--- config.mk ---
export PLATFORM = sky130hd
export DESIGN_NAME = mult_share_ctrl
export DESIGN_NICKNAME = d
export VERILOG_FILES = /design/src/rtl/mult_pkg.sv /design/src/rtl/shift_add_core.sv /design/src/rtl/mult_share_ctrl.sv
export SDC_FILE = /design/constraint.sdc
export NUM_CORES = 1
export LEC_CHECK = 0
export ABC_AREA = 1
export BUFFER_PORTS_ARGS = -buffer_cell sky130_fd_sc_hd__buf_2
export CORE_UTILIZATION = 58
export CTS_CLUSTER_DIAMETER = 150
export DETAILED_ROUTE_END_ITERATION = 6
export GPL_TIMING_DRIVEN = 0
export PLACE_DENSITY = 0.95
export SYNTH_ARGS = -nofsm -noshare
export SYNTH_HDL_FRONTEND = slang
export SYNTH_SLANG_ARGS = --single-unit
--- constraint.sdc ---
create_clock -name clk -period 3.3 [get_ports clk]
set_input_delay 0.66 -clock clk [delete_from_list [all_inputs] [get_ports clk]]
set_output_delay 0.66 -clock clk [all_outputs]
set_load 0.005 [all_outputs]
--- src/rtl/mult_pkg.sv ---
// Shared types and constants for the shared shift-add multiplier controller.
package mult_pkg;

    typedef enum logic [1:0] {
        IDLE = 2'd0,
        RUN  = 2'd1,
        DONE = 2'd2
    } state_t;

    localparam int DEF_WIDTH   = 8;
    localparam int DEF_NUM_REQ = 4;

    // Bits needed to index 'value' distinct items (minimum 0).
    function automatic int clog2(input int value);
        int result;
        result = 0;
        for (int i = 0; i < 31; i++) begin
            if ((1 << i) < value) begin
                result = i + 1;
            end
        end
        return result;
    endfunction

endpackage

--- src/rtl/shift_add_core.sv ---
// Sequential shift-add multiplier: one partial-product step per cycle after start.
// Optional early termination when the remaining multiplier bits are zero: MULT_EARLY_TERM_EN.
module shift_add_core
    import mult_pkg::*;
#(
    parameter int WIDTH = DEF_WIDTH
) (
    input  logic               clk,
    input  logic               reset,
    input  logic               start,
    input  logic [WIDTH-1:0]   a,
    input  logic [WIDTH-1:0]   b,
    output logic               done,
    output logic [2*WIDTH-1:0] prod
);

    localparam int CNT_W = clog2(WIDTH + 1);

    logic [2*WIDTH-1:0] num_reg;
    logic [WIDTH-1:0]   mplier_reg;
    logic [2*WIDTH-1:0] acc_reg;
    logic [CNT_W-1:0]   count_reg;

    logic               running;
    logic               early_stop;
    logic               last_step;
    logic [2*WIDTH-1:0] acc_next;

    assign running  = (count_reg != '0);
    assign acc_next = mplier_reg[0] ? (acc_reg + num_reg) : acc_reg;

`ifdef MULT_EARLY_TERM_EN
    // Nothing left to add once the shifted multiplier is empty.
    assign early_stop = ((mplier_reg >> 1) == '0);
`else
    assign early_stop = 1'b0;
`endif

    assign last_step = running && ((count_reg == CNT_W'(1)) || early_stop);

    // prod is the accumulator value after the current step, so the caller can
    // capture the final product on the same edge the last step completes.
    assign done = last_step;
    assign prod = acc_next;

    always_ff @(posedge clk or negedge reset) begin
        if (!reset) begin
            num_reg    <= '0;
            mplier_reg <= '0;
            acc_reg    <= '0;
            count_reg  <= '0;
        end else if (start) begin
            num_reg    <= {{WIDTH{1'b0}}, a};
            mplier_reg <= b;
            acc_reg    <= '0;
            count_reg  <= CNT_W'(WIDTH);
        end else if (running) begin
            acc_reg    <= acc_next;
            num_reg    <= num_reg << 1;
            mplier_reg <= mplier_reg >> 1;
            count_reg  <= last_step ? '0 : (count_reg - CNT_W'(1));
        end
    end

endmodule

--- src/rtl/mult_share_ctrl.sv ---
// Round-robin arbiter and sequencer sharing one shift-add multiplier among NUM_REQ clients.
// Build option MULT_EARLY_TERM_EN shortens RUN to the multiplier's significant bits.
module mult_share_ctrl
    import mult_pkg::*;
#(
    parameter int NUM_REQ = DEF_NUM_REQ,
    parameter int WIDTH   = DEF_WIDTH,
    parameter int ID_W    = clog2(NUM_REQ)
) (
    input  logic                     clk,
    input  logic                     reset,
    input  logic [NUM_REQ-1:0]       req_valid,
    input  logic [NUM_REQ*WIDTH-1:0] req_a,
    input  logic [NUM_REQ*WIDTH-1:0] req_b,
    output logic [NUM_REQ-1:0]       req_ready,
    output logic                     rsp_valid,
    input  logic                     rsp_ready,
    output logic [2*WIDTH-1:0]       rsp_prod,
    output logic [ID_W-1:0]          rsp_id,
    output logic                     busy
);

    state_t             state_reg;
    logic [ID_W-1:0]    rr_ptr_reg;
    logic [ID_W-1:0]    job_id_reg;
    logic               rsp_valid_reg;
    logic [2*WIDTH-1:0] rsp_prod_reg;
    logic [ID_W-1:0]    rsp_id_reg;

    logic               grant_any;
    logic [ID_W-1:0]    grant_idx;
    logic               accept;
    logic               core_done;
    logic [2*WIDTH-1:0] core_prod;
    logic [WIDTH-1:0]   a_arr [NUM_REQ];
    logic [WIDTH-1:0]   b_arr [NUM_REQ];
    logic [ID_W-1:0]    rr_next;

    generate
        for (genvar gi = 0; gi < NUM_REQ; gi++) begin : g_unpack
            assign a_arr[gi] = req_a[gi*WIDTH +: WIDTH];
            assign b_arr[gi] = req_b[gi*WIDTH +: WIDTH];
        end
    endgenerate

    // Scan from the farthest candidate back to rr_ptr so the nearest valid wins.
    always_comb begin
        int idx;
        grant_any = 1'b0;
        grant_idx = '0;
        idx       = 0;
        for (int k = NUM_REQ - 1; k >= 0; k--) begin
            idx = int'(rr_ptr_reg) + k;
            if (idx >= NUM_REQ) begin
                idx = idx - NUM_REQ;
            end
            if (req_valid[idx]) begin
                grant_any = 1'b1;
                grant_idx = ID_W'(idx);
            end
        end
    end

    assign accept = reset && (state_reg == IDLE) && grant_any;

    generate
        for (genvar gi = 0; gi < NUM_REQ; gi++) begin : g_ready
            assign req_ready[gi] = accept && (grant_idx == ID_W'(gi));
        end
    endgenerate

    shift_add_core #(
        .WIDTH (WIDTH)
    ) u_core (
        .clk   (clk),
        .reset (reset),
        .start (accept),
        .a     (a_arr[grant_idx]),
        .b     (b_arr[grant_idx]),
        .done  (core_done),
        .prod  (core_prod)
    );

    assign rr_next = (job_id_reg == ID_W'(NUM_REQ - 1)) ? '0 : (job_id_reg + ID_W'(1));

    always_ff @(posedge clk or negedge reset) begin
        if (!reset) begin
            state_reg     <= IDLE;
            rr_ptr_reg    <= '0;
            job_id_reg    <= '0;
            rsp_valid_reg <= 1'b0;
            rsp_prod_reg  <= '0;
            rsp_id_reg    <= '0;
        end else begin
            case (state_reg)
                IDLE: begin
                    if (grant_any) begin
                        job_id_reg <= grant_idx;
                        state_reg  <= RUN;
                    end
                end
                RUN: begin
                    if (core_done) begin
                        rsp_valid_reg <= 1'b1;
                        rsp_prod_reg  <= core_prod;
                        rsp_id_reg    <= job_id_reg;
                        state_reg     <= DONE;
                    end
                end
                DONE: begin
                    if (rsp_ready) begin
                        rsp_valid_reg <= 1'b0;
                        rr_ptr_reg    <= rr_next;
                        state_reg     <= IDLE;
                    end
                end
                default: begin
                    state_reg <= IDLE;
                end
            endcase
        end
    end

    assign rsp_valid = rsp_valid_reg;
    assign rsp_prod  = rsp_prod_reg;
    assign rsp_id    = rsp_id_reg;
    assign busy      = (state_reg != IDLE);

endmodule

# ---- Word-level counts from Yosys, hierarchy flattened
# Cells that the tools add are included.
dict set report classes {
  add_sub_neg 10
  order_cmp 9
  eq_ne 10
  mux 48
  n_bitwise 1
  reduce_logical 18
}
# op count
set op_table {}
lappend op_table {{32-bit by 4-bit less-than comparator with 1-bit output (second input constant)} 4}
lappend op_table {{32-bit two-way mux} 4}
lappend op_table {{16-bit two-way mux} 5}
lappend op_table {{8-bit two-way mux} 6}
lappend op_table {{8-bit binary-select mux with 2-bit select} 2}
lappend op_table {{16-bit adder} 1}
lappend op_table {{2-bit two-way mux} 8}
lappend op_table {{1-bit two-way mux} 14}
lappend op_table {{3-bit >= comparator (second input constant)} 4}
lappend op_table {{4-bit two-way mux} 3}
lappend op_table {{3-bit by 3-bit subtractor with 4-bit output (second input constant)} 3}
lappend op_table {{1-bit binary-select mux with 2-bit select} 4}
lappend op_table {{2-bit equality test (second input constant)} 4}
lappend op_table {{1-bit logical AND} 7}
lappend op_table {{2-bit by 2-bit adder with 3-bit output (second input constant)} 2}
lappend op_table {{2-bit case mux with 3 select lines} 1}
lappend op_table {{2-bit AND reduction} 3}
lappend op_table {{3-bit AND reduction} 2}
lappend op_table {{2-bit nonzero test} 3}
lappend op_table {{2-bit by 1-bit equality test with 1-bit output (second input constant)} 2}
lappend op_table {{4-bit by 1-bit equality test with 1-bit output (second input constant)} 1}
lappend op_table {{2-bit logical NOT} 2}
lappend op_table {{2-bit != test (second input constant)} 2}
lappend op_table {{4-bit nonzero test} 1}
lappend op_table {{other kinds (8)} 8}
dict set report totals {
  ff_bits 69
  in_bits 71
  out_inout_bits 24
  word_cells 106
}

# ---- Longest topological paths before layout
# Gate-level depths: netlist of run 1.
dict set report logic_depth {
  depth_word 15
  mapped_depth 17
  mapped_depth_nobuf 16
}

# ---- Cells and area by module
# A second synthesis of run 1 with hierarchy kept.
dict set report unflattened {
  hier_cells 701
  area_unflattened_um2 4914.7
}
# mod instances cells_per_inst area_per_inst_um2 seq_area_each_um2
set by_module_without_submodules {}
lappend by_module_without_submodules {shift_add_core 1 404 2955.3 1101.1}
lappend by_module_without_submodules {mult_share_ctrl 1 297 1959.4 625.6}

# ---- Least setup slack after synthesis of run 1
# No wires, ideal clock.
dict set report synth_timing {
  path_kind {input-to-output}
  startpoint {input port req_valid[1]}
  endpoint {output port req_ready[0]}
  t_arrival_ps 1678
  t_required_ps 2640
  setup_slack_ps 962
  stages 12
  n_path_buf 1
  cell_sequence {inv_1 > nand2_1 > nand2_1 > inv_1 > nand2_1 > nand2_1 > inv_1 > nand2_1 > nand2_1 > nand2_1 > buf_4 > nor3_1}
}
dict set report synth_between {
  elab_chain_len 9
  word_cells_on_any_way 23
  cone_classes {mux: 20; reduce/logical: 3}
}
# item line
set synth_lines {}
lappend synth_lines {{from (decl)} mult_share_ctrl.sv:12} ;# input logic [NUM_REQ-1:0] req_valid,
lappend synth_lines {{1-bit binary-select mux with 2-bit select} mult_share_ctrl.sv:57} ;# if (req_valid[idx]) begin
lappend synth_lines {{1-bit two-way mux (not written as such) (2 in series)} mult_share_ctrl.sv:57}
lappend synth_lines {{2-bit two-way mux or 1-bit two-way mux (tied branches) (4 in series)} mult_share_ctrl.sv:57}
lappend synth_lines {{2-bit logical NOT or 1-bit logical AND (tied branches)} {mult_share_ctrl.sv:68, mult_share_ctrl.sv:64}}
lappend synth_lines {{1-bit logical AND *} mult_share_ctrl.sv:68} ;# assign req_ready[gi] = accept && (grant_idx == ID_W'(gi));
lappend synth_lines {{to (decl)} mult_share_ctrl.sv:15} ;# output logic [NUM_REQ-1:0] req_ready,
# Every way passes the cells marked *; elsewhere a longest branch is shown, timed or not. The select of a mux whose other input is x is not followed.

# ---- Worst setup path after layout of run 1
dict set report layout_timing {
  startpoint {register rr_ptr_reg[0]}
  endpoint {output port req_ready[3]}
}
dict set report layout_between {
  elab_chain_len 12
  word_cells_on_any_way 38
  cone_classes {add/sub: 7; order compare: 4; eq/ne: 1; mux: 24; reduce/logical: 2}
}
# item line
set layout_lines {}
lappend layout_lines {{from (decl)} mult_share_ctrl.sv:24} ;# logic [ID_W-1:0] rr_ptr_reg;
lappend layout_lines {{from (signal assigned)} mult_share_ctrl.sv:113} ;# rr_ptr_reg <= rr_next;
lappend layout_lines {{2-bit by 2-bit adder with 3-bit output} mult_share_ctrl.sv:53} ;# idx = int'(rr_ptr_reg) + k;
lappend layout_lines {{3-bit by 3-bit subtractor with 4-bit output or 3-bit >= comparator (tied branches)} {mult_share_ctrl.sv:55, mult_share_ctrl.sv:54}}
lappend layout_lines {{32-bit two-way mux} mult_share_ctrl.sv:54} ;# if (idx >= NUM_REQ) begin
lappend layout_lines {{1-bit binary-select mux with 2-bit select} mult_share_ctrl.sv:57}
lappend layout_lines {{1-bit two-way mux (not written as such) (2 in series)} mult_share_ctrl.sv:57}
lappend layout_lines {{2-bit two-way mux or 1-bit two-way mux (tied branches) (4 in series)} mult_share_ctrl.sv:57}
lappend layout_lines {{2-bit equality test or 1-bit logical AND (tied branches)} {mult_share_ctrl.sv:68, mult_share_ctrl.sv:64}}
lappend layout_lines {{1-bit logical AND *} mult_share_ctrl.sv:68}
# Marks and branches as above.

==> results.txt, run 1 <==
* Global-route wire length before repair: 20,100 um
- Part of the Yosys area used for sequential elements: 37.8%
* Data arrival, critical path: 2.33 ns
- Status: finished, final reports clean
- The number of antenna diodes in the final layout is 0.
* Std-Cell Core Area: 7690 um^2
- Of all nets on the critical path, the largest fanout is 10.
- Number of search-and-repair iterations in the first detailed-routing pass: 7
- Overflow left after global routing: 0
* Reported leakage power: 3.06 nW
- In the post-synthesis netlist, the biggest area contributors are sky130_fd_sc_hd__dfrtp_1 (38%), sky130_fd_sc_hd__nand2_1 (24%), sky130_fd_sc_hd__inv_1 (5.4%), sky130_fd_sc_hd__ha_1 (5.2%), sky130_fd_sc_hd__o21ai_0 (4.4%).
- For this configuration, the core starts out at a cell density of 59.5%.
- Post-cts resize count: 0
- Root Driver: sky130_fd_sc_hd__clkbuf_8
- Die Y: 90.8 um
* Max-capacitance violation count: 0
- After clock tree synthesis, the setup repair step added 0 buffers.
* VDD IR max: 0.000877 V
* Final period utilization: 90.7%
- The die is 90.8 um wide.
- Cell type with the highest aggregate area in the netlist: sky130_fd_sc_hd__dfrtp_1
- Highest Clock Rate: 334 MHz
* Total global-route track usage: 29.8%
* Top Ports: 95
- The longest clock path from root to sink contains 2 buffers.
* # DRC: 0
* Distinct cells, synth: 38
- HPWL after detailed placement: 8860 um
- The area growth from synthesis to layout is 17.3%.
- Final TNS setup: 0 ns
* IO Port Bufs: 94
- The worst setup path is captured at a primary output.
* Fraction of post-synthesis cell area in the top cell type by area: 37.8%
- Clock skew on the completed layout was measured at 0.00874 ns.
- At the end of the flow, the number of nets in the layout was 867.
* Power per cell area: 1020 nW/um^2
- At the pin with the least slew margin, the transition time is 0.876 ns.
* Mean instance size in the synthesized netlist: 6.81 um^2
- After clock tree synthesis, the clock-pin slew on the worst setup and hold paths is 0.08 ns.
- In this run the worst hold path is classified as in2async.
- Routed via count divided by cell count: 5.30
- Total power draw: 5.45 mW
- Most used flip-flop cell after synthesis: sky130_fd_sc_hd__dfrtp_1
* Number of flops mapped to enable cells by yosys: 0
- Drt initial violations: 270
* Number of clock sinks: 69
* Unrepaired setup endpoints after global routing: no
- For this block, the routed nets add up to 11,400 um of wire.
- After layout, the minimum clock period comes to 2.99 ns.
- In this run the cell area of the synthesized design comes to 4570 um^2.
- TritonCTS buffer count: 9
* Post-synthesis cell count: 671
* Post-layout instance count excluding filler cells: 883
- The congestion estimate from routability-driven global placement came to 0.904.
- Count leader, synth: sky130_fd_sc_hd__nand2_1
- Row generation in the floorplan step produced 32 rows.
- TritonCTS built the clock tree.
- Count of pins over their slew limit: 0
- Once placement completed, the tool counted placed cells totaling 867.
- Setup violations remaining at the end of the flow were counted as 0.
- Post-synth ARST share: 100%
* Synth Register Bits: 69
- Hold slack: 0.426 ns
* Leading cell types by count after synthesis: sky130_fd_sc_hd__nand2_1 (298), sky130_fd_sc_hd__dfrtp_1 (69), sky130_fd_sc_hd__inv_1 (66)
* Data required time of the critical path: 2.64 ns
- The final hold violation count is 0.
- Number of levels the H-tree was split into: 3
- Core utilization of the finished layout: 69.8%
* Number of buffers added to fix hold violations after cts: 0
* Path type of the worst setup path: reg2out
- Synthesis produced a netlist with a net count of 762.
- Type of origin of the critical path: flop
- Entering global routing, the biggest net connects 71 pins.
- The die covers 8240 um^2.
* Number of warnings printed during yosys synthesis: 0
* Routed wirelength normalized by instance count: 12.9 um
* Relative slew margins: 41.6%
- Total number of vias: 4,679
- The initial antenna violation count was 0.
- The via count of the first global-routing pass is 4,762.
- Fraction of layout cells with a size suffix above 1: 17.9%
* Antenna-violating nets left: 0
- Insertion delay of the later-clocked pin in the worst-skew pair: 0.35 ns
## final timing paths
check	startpoint	endpoint	slack, ns	cells after the start
max in group asynchronous	reset	rsp_prod[3]$_DFFE_PN0P_	2.31	1
min reg2reg	rsp_prod[11]$_DFFE_PN0P_	rsp_prod[11]$_DFFE_PN0P_	0.48	2
max reg2reg	u_core.count_reg[0]$_DFFE_PN0P_	rsp_prod[12]$_DFFE_PN0P_	1.04	9
min	reset	rsp_prod[8]$_DFFE_PN0P_	0.43	1
max	rr_ptr_reg[0]$_DFFE_PN0P_	req_ready[3]	0.31	10
min in group clk	rsp_prod[11]$_DFFE_PN0P_	rsp_prod[11]$_DFFE_PN0P_	0.48	2
## kinds of logic (layout without fill, tap and decap cells)
kind of cell / count (synthesis) / after routing / share of synthesized area (%)
xor+xnor: 9 / 9 / 1.72
fa+ha+maj: 20 / 20 / 5.64
compound gates: 97 / 97 / 12.5
simple gates: 381 / 381 / 33.4
flops: 69 / 69 / 37.8
buf+inv: 95 / 205 / 8.98
## layout make-up
cell class | count | area, um^2
buffer | 23 | 140
clock buffer | 10 | 128
clock inverter | 6 | 62.6
fill | 644 | 2320
inverter | 72 | 270
multi-input combinational | 507 | 2430
sequential | 69 | 1730
tap | 102 | 128
timing repair buffer | 94 | 473
## cell usage in the layout, fill, tap and decap left out, types with 2 or more instances in the layout
cell type / netlist / layout
sky130_fd_sc_hd__nor3_1: 6 / 6
sky130_fd_sc_hd__ha_1: 19 / 19
sky130_fd_sc_hd__o21ai_0: 40 / 40
sky130_fd_sc_hd__clkinv_2: 0 / 3
sky130_fd_sc_hd__xnor2_1: 7 / 7
sky130_fd_sc_hd__nor2_1: 24 / 24
sky130_fd_sc_hd__inv_2: 4 / 4
sky130_fd_sc_hd__nand4_1: 2 / 2
sky130_fd_sc_hd__clkbuf_1: 8 / 9
sky130_fd_sc_hd__a21oi_1: 18 / 18
sky130_fd_sc_hd__xor2_1: 2 / 2
sky130_fd_sc_hd__clkbuf_8: 0 / 9
sky130_fd_sc_hd__nand2_2: 2 / 2
sky130_fd_sc_hd__a21o_1: 4 / 4
sky130_fd_sc_hd__buf_2: 4 / 97
sky130_fd_sc_hd__o31ai_1: 3 / 3
sky130_fd_sc_hd__buf_4: 7 / 8
sky130_fd_sc_hd__or2_2: 7 / 7
sky130_fd_sc_hd__nand2_1: 298 / 298
sky130_fd_sc_hd__o22ai_1: 22 / 22
sky130_fd_sc_hd__inv_1: 66 / 66
sky130_fd_sc_hd__buf_6: 3 / 3
sky130_fd_sc_hd__dfrtp_1: 69 / 69
sky130_fd_sc_hd__clkinv_1: 2 / 2
sky130_fd_sc_hd__nand3_1: 39 / 39
## routing by layer
metal,up-vias,wire length [um],global-route usage [%]
met4,0,299,13.2
li1,2343,-,-
met3,31,674,6.06
met1,2130,4780,34.6
met5,-,0,0
met2,175,5670,52.8
## metrics by stage
step                area (um^2)  setup slack, ns
CTS                        5360            0.332
finish                     5360            0.306
floorplan                  4570            0.962
detailed placement         5170            0.536
global route               5360           0.0824
global placement           5170           0.0394
## critical path, cell delays in order, from the launching register on
cell and delay, ns:
sky130_fd_sc_hd__dfrtp_1 0.42, sky130_fd_sc_hd__buf_6 0.16, sky130_fd_sc_hd__xnor2_1 0.22, sky130_fd_sc_hd__nand2_1 0.12
sky130_fd_sc_hd__nand3_1 0.15, sky130_fd_sc_hd__nand2_1 0.09, sky130_fd_sc_hd__nand2_1 0.08, sky130_fd_sc_hd__nand2_1 0.17
sky130_fd_sc_hd__buf_4 0.23, sky130_fd_sc_hd__nor3_1 0.19, sky130_fd_sc_hd__buf_2 0.14
## where the power goes
part	switching [mW]	internal, mW
clock network	0.337	0.349
registers	0.255	1.20
logic	2.10	1.21
total	2.69	2.76
(Power assumes the default switching activity.)
==> inputs of run 2 (changes only) <==
--- a/config.mk
+++ b/config.mk
@@ -12,6 +12,7 @@
 export DETAILED_ROUTE_END_ITERATION = 6
 export GPL_TIMING_DRIVEN = 0
 export PLACE_DENSITY = 0.95
+export RECOVER_POWER = 100
 export SYNTH_ARGS = -nofsm -noshare
 export SYNTH_HDL_FRONTEND = slang
 export SYNTH_SLANG_ARGS = --single-unit
==> run 2 against run 1 <==
Net effect: via count grew 0.11%; utilization down 0.26 points; sequential power about the same; total power decreased by 0.41%.
==> results.txt, run 2 (synthesized netlist as in run 1, its figures left out) <==
- Status: finished, final reports clean (unchanged)
- The final setup skew is 0.00852 ns (was 0.00874 ns).
- The die boundary height is 90.8 um (unchanged).
- Minimum setup slack in the final design: 0.309 ns (was 0.306 ns)
- The initial antenna violation count was 0 (unchanged).
- The post-CTS resize count came to 0 (unchanged).
- Reported leakage power: 3.03 nW (was 3.06 nW)
* Drt initial violations: 264 (was 270)
- Maximum fanout along the worst path: 10 (unchanged)
- The number of buffers added on ports was 94 (unchanged).
- The startpoint type of the worst setup path is a flop (unchanged).
- Crit. End Element: primary output (unchanged)
* Inserted Diodes: 0 (unchanged)
- Total number of vias: 4,684 (was 4,679)
- Combinational fraction of design power: 60.5% (was 60.7%)
- The most frequent standard cell in the layout excluding fill and tap cells is sky130_fd_sc_hd__nand2_1 (unchanged).
* # DRC: 0 (unchanged)
* Routed wirelength normalized by instance count: 13.0 um (was 12.9 um)
- Worst Tran Pin Value: 0.877 ns (was 0.876 ns)
* Fraction of layout cells with a size suffix above 1: 16.3% (was 17.9%)
* Final-report hold violation count: 0 (unchanged)
- The layout overhead on the synthesized area is 16.9% (was 17.3%).
* Number of buffers on the longest clock path: 2 (unchanged)
- The root buffer cell is sky130_fd_sc_hd__clkbuf_8 (unchanged).
- Number of nets in the final layout: 867 (unchanged)
- The total number of H-tree levels is 3 (unchanged).
- The sink count of the clock tree was 69 (unchanged).
* Insertion delay of the later-clocked pin in the worst-skew pair: 0.35 ns (about the same)
- Number of search-and-repair iterations in the first detailed-routing pass: 5 (was 7)
- The sequential fraction of design power was 26.9% (was 26.7%).
- The top achievable clock speed is 334 MHz (about the same).
- The clock transition time at the flip-flop clock pins of the worst setup and hold paths came to 0.08 ns (about the same).
- Commonest cells after routing, fill and taps aside: sky130_fd_sc_hd__nand2_1 (300), sky130_fd_sc_hd__buf_2 (88), sky130_fd_sc_hd__dfrtp_1 (69) (was sky130_fd_sc_hd__nand2_1 (298), sky130_fd_sc_hd__buf_2 (97), sky130_fd_sc_hd__dfrtp_1 (69))
- The final core area utilization was 69.5% (was 69.8%).
- The internal cell power is 2.74 mW (was 2.76 mW).
* Clk pwr share: 12.6% (about the same)
* Std-Cell Core Area: 7690 um^2 (unchanged)
- The via count of the first global-routing pass is 4,762 (unchanged).
- Max-capacitance violation count: 0 (unchanged)
* VDD IR max: 0.000867 V (was 0.000877 V)
- The routability-driven placement congestion ratio is 0.904 (unchanged).
* Chip width: 90.8 um (unchanged)
- The data arrival time of the critical path is 2.33 ns (about the same).
- Count of buffers added by post-CTS timing repair for setup: 0 (unchanged)
- The row count is 32 (unchanged).
- The initial standard-cell utilization of the core came to 59.5% (unchanged).
- Final period utilization: 90.6% (was 90.7%)
- The aggregate routed wire length is 11,500 um (was 11,400 um).
- The total negative slack was 0 ns (unchanged).
* Routed via count divided by cell count: 5.30 (about the same)
* HPWL after detailed placement: 8860 um (unchanged)
- Antenna-violating nets left: 0 (unchanged)
* Total global-route track usage: 29.8% (unchanged)
* Count of fill cells added during filler insertion: 654 (was 644)
- The net switching power figure is 2.69 mW (about the same).
- The switching fraction of total power is 49.6% (was 49.4%).
- The category of the most critical setup path is reg2out (unchanged).
- The required time at the endpoint of the critical path came to 2.64 ns (about the same).
* Relative slew margins: 41.5% (was 41.6%)
- Maximum number of pins on one net before global-route repair: 71 (unchanged)
- The CTS buffer count came to 9 (unchanged).
* Minimum period implied by the final worst setup slack: 2.99 ns (about the same)
* Global-route wire length before repair: 20,100 um (unchanged)
* Total setup violations reported at the end of the flow: 0 (unchanged)
* Top Ports: 95 (unchanged)
* Count of pins over their slew limit: 0 (unchanged)
- Overflow left after global routing: 0 (unchanged)
- The total power per unit cell area came to 1020 nW/um^2 (about the same).
* Number of buffers added to fix hold violations after cts: 0 (unchanged)
- The path type of the worst min-delay path was in2async (unchanged).
* Total die area: 8240 um^2 (unchanged)
- Unrepaired setup endpoints after global routing: no (unchanged)
- Minimum setup slack after placement: 0.536 ns (unchanged)
* Clock tree from TritonCTS: yes (unchanged)
## run 2: changes by cell type in the layout (fill, tap and decap cells not counted), sizes merged
cell	previous run	this run
clkbuf	18	28
buf	109	99
## run 2: worst paths after layout
path                                      startpoint                              to  slack [ns]  cells after the start
setup / recovery           rr_ptr_reg[0]$_DFFE_PN0P_                    req_ready[2]        0.31                     11
max in group asynchronous                      reset   u_core.num_reg[6]$_DFFE_PN0P_        2.31                      1
setup reg to reg           rr_ptr_reg[0]$_DFFE_PN0P_  u_core.acc_reg[10]$_DFFE_PN0P_        0.83                     11
min in group clk            rsp_prod[10]$_DFFE_PN0P_        rsp_prod[10]$_DFFE_PN0P_        0.48                      2
hold reg to reg             rsp_prod[10]$_DFFE_PN0P_        rsp_prod[10]$_DFFE_PN0P_        0.48                      2
hold / removal                                 reset         rsp_prod[8]$_DFFE_PN0P_        0.42                      1
## run 2: critical path, stage by stage, from the launching register on
cell and delay [ns]:
sky130_fd_sc_hd__dfrtp_1 0.42, sky130_fd_sc_hd__buf_6 0.16, sky130_fd_sc_hd__xnor2_1 0.15, sky130_fd_sc_hd__nand2_1 0.10, sky130_fd_sc_hd__nand3_1 0.07, sky130_fd_sc_hd__o21ai_1 0.13
sky130_fd_sc_hd__nand2_1 0.07, sky130_fd_sc_hd__nand2_1 0.10, sky130_fd_sc_hd__clkbuf_1 0.33, sky130_fd_sc_hd__buf_4 0.25, sky130_fd_sc_hd__nor3_1 0.06, sky130_fd_sc_hd__clkbuf_1 0.12
## run 2: routing by layer
layer	wire (um)	global-route usage, %	vias up
li1	-	-	2343
met5	0	0	-
met3	674	6.06	38
met1	4810	34.6	2123
met4	352	13.2	0
met2	5630	52.8	180
## run 2: final cells by class
type	count	area, um^2	area share, %
Tap cell	102	128	2.39
Sequential cell	69	1730	32.3
Timing Repair Buffer	94	464	8.69
Clock inverter	6	62.6	1.17
Multi-Input combinational cell	507	2430	45.5
Inverter	72	270	5.06
Buffer	23	134	2.51
Clock buffer	10	128	2.39
## run 2: stage by stage
step                power, mW  cell area, um^2  hold slack, ns  instances
global placement         4.55             5170           0.452        867
floorplan                3.85             4570           0.364        671
CTS                      5.42             5360           0.462        883
detailed placement       4.72             5170           0.460        867
finish                   5.43             5340           0.420        883
global route             5.97             5340           0.503        883
## run 2: power groups by stage
stage | registers (mW) | clock network [mW] | logic [mW]
6_report | 1.46 | 0.685 | 3.28
5_1_grt | 1.49 | 0.737 | 3.74
4_1_cts | 1.45 | 0.687 | 3.28
3_5_place_dp | 1.46 | 0 | 3.25
3_3_place_gp | 1.44 | 0 | 3.11
2_1_floorplan | 1.40 | 0 | 2.45
